--- src/rtl/mm_pkg.sv ---
// rtl/mm_pkg.sv - shared defaults, entry layout and history FSM states for the guess history buffer
package mm_pkg;

    localparam int PEGS_DEF    = 4;
    localparam int COLOR_W_DEF = 3;
    localparam int TURNS_DEF   = 8;
    localparam int CNT_W_DEF   = $clog2(PEGS_DEF + 1);

    // Reference layout at default sizes; parametrised instances use the same field order, flattened.
    typedef struct packed {
        logic [PEGS_DEF*COLOR_W_DEF-1:0] guess;
        logic [CNT_W_DEF-1:0]            exact;
        logic [CNT_W_DEF-1:0]            partial;
    } hist_entry_t;

    typedef enum logic [1:0] {
        EMPTY,
        LIVE,
        BROWSE,
        DONE
    } hist_state_t;

    function automatic int entry_width(input int pegs, input int color_w);
        return pegs * color_w + 2 * $clog2(pegs + 1);
    endfunction

endpackage

--- src/rtl/hist_store.sv ---
// rtl/hist_store.sv - flop array of history entries, one write port, one asynchronous read port
module hist_store #(
    parameter int ENTRY_W = 18,
    parameter int DEPTH   = 8,
    parameter int ADDR_W  = 3
) (
    input  logic               clk,
    input  logic               reset,
    input  logic               wr_en,
    input  logic [ADDR_W-1:0]  wr_addr,
    input  logic [ENTRY_W-1:0] wr_data,
    input  logic [ADDR_W-1:0]  rd_addr,
    output logic [ENTRY_W-1:0] rd_data
);

    localparam logic [ADDR_W:0] DEPTH_C = DEPTH[ADDR_W:0];

    logic [ENTRY_W-1:0] mem [DEPTH];

    // Non-power-of-two depths leave unused address codes; they read as zero and never write.
    assign rd_data = ({1'b0, rd_addr} < DEPTH_C) ? mem[rd_addr] : '0;

    always_ff @(posedge clk) begin
        if (reset) begin
            for (int i = 0; i < DEPTH; i++) begin
                mem[i] <= '0;
            end
        end else if (wr_en && ({1'b0, wr_addr} < DEPTH_C)) begin
            mem[wr_addr] <= wr_data;
        end
    end

endmodule

--- src/rtl/guess_history_buf.sv ---
// rtl/guess_history_buf.sv - guess/feedback history with live view and operator browsing
module guess_history_buf
    import mm_pkg::*;
#(
    parameter int PEGS    = PEGS_DEF,
    parameter int COLOR_W = COLOR_W_DEF,
    parameter int TURNS   = TURNS_DEF,
    localparam int CNT_W  = $clog2(PEGS + 1),
    localparam int TURN_W = $clog2(TURNS)
) (
    input  logic                    clk,
    input  logic                    reset,
    input  logic                    mode,
    input  logic                    btn_up,
    input  logic                    btn_down,
    input  logic                    btn_select,
    input  logic [PEGS*COLOR_W-1:0] guess,
    input  logic [CNT_W-1:0]        fb_exact,
    input  logic [CNT_W-1:0]        fb_partial,
    output logic [PEGS*COLOR_W-1:0] sel_guess,
    output logic [CNT_W-1:0]        sel_exact,
    output logic [CNT_W-1:0]        sel_partial,
    output logic [TURN_W-1:0]       sel_turn,
    output logic                    sel_valid,
    output logic [TURN_W:0]         turn_count,
    output logic                    last_turn,
    output logic                    full
);

    localparam int ENTRY_W = entry_width(PEGS, COLOR_W);
    localparam logic [TURN_W:0] TURNS_C = (TURN_W + 1)'(TURNS);
    localparam logic [TURN_W:0] LAST_C  = (TURN_W + 1)'(TURNS - 1);

    hist_state_t        state;
    logic               commit;
    logic [TURN_W-1:0]  latest;
    logic [TURN_W-1:0]  view_idx;
    logic [ENTRY_W-1:0] wr_data;
    logic [ENTRY_W-1:0] rd_data;

    assign last_turn = (turn_count == LAST_C);
    assign full      = (turn_count == TURNS_C);
    assign latest    = TURN_W'(turn_count - 1'b1);
    assign wr_data   = {guess, fb_exact, fb_partial};

    // DONE and BROWSE both refuse commits; LIVE is never full.
    assign commit = btn_select && !mode && ((state == EMPTY) || (state == LIVE));

    // Entry to present next cycle; also drives the store's read address.
    always_comb begin
        view_idx = sel_turn;
        case (state)
            LIVE, DONE: begin
                if (mode) view_idx = latest;
            end
            BROWSE: begin
                if (!mode)
                    view_idx = latest;
                else if (btn_up && !btn_down && (sel_turn != latest))
                    view_idx = sel_turn + 1'b1;
                else if (btn_down && !btn_up && (sel_turn != '0))
                    view_idx = sel_turn - 1'b1;
            end
            default: view_idx = sel_turn;
        endcase
    end

    hist_store #(
        .ENTRY_W (ENTRY_W),
        .DEPTH   (TURNS),
        .ADDR_W  (TURN_W)
    ) u_store (
        .clk     (clk),
        .reset   (reset),
        .wr_en   (commit),
        .wr_addr (turn_count[TURN_W-1:0]),
        .wr_data (wr_data),
        .rd_addr (view_idx),
        .rd_data (rd_data)
    );

    always_ff @(posedge clk) begin
        if (reset) begin
            state       <= EMPTY;
            turn_count  <= '0;
            sel_turn    <= '0;
            sel_guess   <= '0;
            sel_exact   <= '0;
            sel_partial <= '0;
            sel_valid   <= 1'b0;
        end else if (commit) begin
            // The store is written on this same edge, so present the inputs directly.
            turn_count  <= turn_count + 1'b1;
            sel_turn    <= turn_count[TURN_W-1:0];
            sel_guess   <= guess;
            sel_exact   <= fb_exact;
            sel_partial <= fb_partial;
            sel_valid   <= 1'b1;
            state       <= (turn_count == LAST_C) ? DONE : LIVE;
        end else if (state != EMPTY) begin
            sel_turn <= view_idx;
            {sel_guess, sel_exact, sel_partial} <= rd_data;
            case (state)
                LIVE, DONE: begin
                    if (mode) state <= BROWSE;
                end
                BROWSE: begin
                    if (!mode) state <= full ? DONE : LIVE;
                end
                default: state <= state;
            endcase
        end
    end

endmodule

--- config.mk ---
export PLATFORM = sky130hd
export DESIGN_NAME = guess_history_buf
export DESIGN_NICKNAME = d
export VERILOG_FILES = /design/src/rtl/mm_pkg.sv /design/src/rtl/hist_store.sv /design/src/rtl/guess_history_buf.sv
export SDC_FILE = /design/constraint.sdc
export NUM_CORES = 1
export LEC_CHECK = 0
export CORE_MARGIN = 2
export CORE_UTILIZATION = 53
export CTS_BUF_LIST = sky130_fd_sc_hd__clkbuf_4 sky130_fd_sc_hd__clkbuf_8 sky130_fd_sc_hd__clkbuf_16
export CTS_CLUSTER_SIZE = 28
export DETAILED_ROUTE_END_ITERATION = 12
export GPL_ROUTABILITY_DRIVEN = 0
export PLACE_DENSITY_LB_ADDON = 0.08
export SLEW_MARGIN = 20
export SYNTH_ARGS = -nofsm -noshare
export SYNTH_HDL_FRONTEND = slang
export SYNTH_SLANG_ARGS = --single-unit
--- constraint.sdc ---
create_clock -name clk -period 3.5 [get_ports clk]
set_clock_uncertainty 0.2 [all_clocks]
set_input_delay 0.7 -clock clk [delete_from_list [all_inputs] [get_ports clk]]
set_output_delay 0.7 -clock clk [all_outputs]
set_load 0.03 [all_outputs]
==> results of run 1 <==
-- area by class of cell --
class,instances,area (um2)
fill,1181,5632
sequential,172,4885
multi-input combinational,454,3276
timing repair buffer,101,1023
clock buffer,20,447.9
tap,216,270.3
clock inverter,12,96.34
inverter,22,82.58
-- per-layer routing --
layer	vias up	GRT usage	wire length [um]
met1	2879	0.3389	8893
met5	-	0	0
met3	46	0.04264	1075
li1	2736	-	-
met4	0	0.1195	631
met2	213	0.4524	10720
-- cell families (layout without fill, tap and decap cells) --
| logic type | after synthesis | in the layout | share of synthesized area |
|---|---|---|---|
| adder cells (fa/ha/maj) | 6 | 6 | 0.008891 |
| AND/OR/NAND/NOR | 248 | 248 | 0.1660 |
| XOR/XNOR | 9 | 9 | 0.01274 |
| AO/OA/AOI/OAI | 133 | 133 | 0.1267 |
| buffers and inverters | 69 | 155 | 0.03542 |
| flip-flops | 172 | 172 | 0.5785 |
| multiplexers | 58 | 58 | 0.07172 |
-- worst max-delay path: cells and delay by family (launching register included) --
family | cells | cell delay (ns)
XOR/XNOR | 1 | 0.29
buffers and inverters | 1 | 0.08
flip-flops | 1 | 0.33
AO/OA/AOI/OAI | 6 | 1.94
adder cells (fa/ha/maj) | 1 | 0.43
-- cells in the final DEF (no fill, tap or decap), types with 12 or more instances in the layout --
cell type and n:
a31oi_1 12, and2_1 146, buf_4 39, clkbuf_16 17, clkdlybuf4s50_1 51, dfxtp_1 28, edfxtp_1 144, inv_1 22
mux2_2 20, mux2i_1 38, nand2_1 35, nor2_1 19, o2111ai_1 32, o21ai_0 15
-- sequential cells by signal, indices dropped and copies added (netlist names) --
register and count:
sel_exact 3, state 2, sel_guess 12, sel_partial 3
turn_count 4, sel_turn 3, sel_valid 1, u_store.mem 144
-- worst paths after layout --
path | start | to | slack [ns]
worst max-delay path | turn_count[0] | sel_partial[0] | 0.15
worst min-delay path | sel_valid | sel_valid | 0.28
worst max register to register | turn_count[0] | sel_partial[0] | 0.15
worst min register to register | sel_valid | sel_valid | 0.28
-- through the flow --
step / setup slack [ns] / cell area, um2 / cells
floorplan: 0.1321 / 8443 / 695
global placement: -0.07471 / 9537 / 965
detailed placement: -0.08824 / 9537 / 965
CTS: 0.1955 / 10080 / 997
global route: 0.008487 / 10080 / 997
finish: 0.1496 / 10080 / 997
-- power breakdown --
group / internal (mW) / switching [mW]
Clock: 0.995 / 0.766
Sequential: 2.31 / 0.0449
Combinational: 0.319 / 0.440
Total: 3.62 / 1.25
==> run_results.csv, run 1 <==
group,metric,value,unit
sta,rsz0062_at_grt,"false",
layout,fin_nets,798,
global_route,antenna_found_initial,0,
die,fp.dieH,130.2,um
route,drtIter0Drc,473,
sta,fmax,298.5,MHz
clock_network,cts_buffer_depth,2,
setup_path,slowest_stage,"a21oi_1",
logic_synthesis,ys_types,54,
layout,drive_above_1_share,0.1549,
logic_synthesis,synth_async_sr_flop_share,0,
die,die_w,130.2,um
setup_path,reg2regPathDepth,9,
logic_synthesis,netlist_instances,695,
route,wl_per_cell,21.38,um
sta,worst_slew_pin_slew,1.014,ns
setup_path,crit_fanout,10,
route,vias,5874,
layout,utilization,0.6416,
logic_synthesis,synth-main-ff-cell,"edfxtp_1",
clock_network,post-cts-setup-buffers,0,
logic_synthesis,synth_area,8443,um2
setup_path,path_class,"reg2reg",
die,rows,46,
route,drc,0,
global_route,grt-ovfl-total,0,
power,ir_worst_vdd,0.3388,mV
sta,setup_viol,0,
global_route,gr-usage-all-layers,0.2667,
global_route,grt_pass1_wl,33460,um
setup_path,critPathLaunchType,"flop",
sta,tns,0,ns
route,antenna_left,0,
hold_path,timing.hold.worst.class,"reg2reg",
route,via_per_inst,5.892,
logic_synthesis,synth_top_cell_by_area,"edfxtp_1",
clock_network,cts.clk_slew.worst_paths,0.06,ns
sta,final_max_slew_viol_count,0,
clock_network,post_cts_resized,0,
die,pin_count,52,
global_route,grt_max_degree,28,
logic_synthesis,synth-edff-count,144,
global_route,grt_pass1_vias,5957,
clock_network,cts_hold_buf,0,
clock_network,cts_made_buffers,17,
clock_network,clock_sinks,172,
status,outcome,"finished, final reports clean",
die,core,15710,um2
setup_path,worstPathRequired,3.65,ns
die,start_util,0.5373,
setup_path,slowest_delay,0.80,ns
placed_design,io_buffer_count,51,
sta,holdWs,0.2763,ns
clock_network,cts_root_buffer,"clkbuf_16",
clock_network,clock_latency,0.42,ns
sta,hold_viol,0,
logic_synthesis,synthTopCellsByArea,"edfxtp_1, and2_1, dfxtp_1",
logic_synthesis,yosys_register_bits,172,
layout,syn_to_final_growth,19.40,%
logic_synthesis,ys_warn_count,0,
logic_synthesis,ys_top_cells_by_count,"and2_1, edfxtp_1, mux2i_1, nand2_1, o2111ai_1",
route,firstDrtPassIters,5,
sta,post-route-min-period,3.350,ns
die,dieArea,16960,um2
logic_synthesis,synth.avg_cell_area,12.15,um2
setup_path,crit_chain,"inv_1 > ha_1 > xor2_1 > a31oi_1 > o2111ai_2 > o41ai_1 > a21oi_1 > o221ai_1 > a31oi_1",
setup_path,arrival,3.50,ns
setup_path,cpMostUsedCell,"a31oi_1",
clock_network,tritoncts,"built",
logic_synthesis,synth_top_area_share,0.5122,
power,fin_total_pwr,4.874,mW
sta,period_share,0.9573,
hold_path,whs_path_depth,2,
layout,antenna_cells,0,
logic_synthesis,yosysMostFrequentCell,"and2_1",
power,power_density,483.4,nW/um2
job,maxCapViolations,0,
route,wirelength,21320,um
placed_design,place_hpwl,13970,um
logic_synthesis,ys_seq_area_frac,0.5785,
setup_path,end_kind,"flop",
sta,slew_headroom,0.3241,
logic_synthesis,synth_nets,725,
clock_network,htree_levels,4,
power,power.leakage,3.720,nW
(Power assumes the default switching activity.)
==> run 2, diff against run 1 <==
Settings changed: SLEW_MARGIN 20 to default.
==> results of run 2 <==
Final layout, timing and power as in run 1 (identical DEF).
==> run 3, diff against run 2 <==
Settings changed: SLEW_MARGIN from default to 15.
==> results of run 3 <==
Final layout, timing and power as in run 1 (identical DEF).
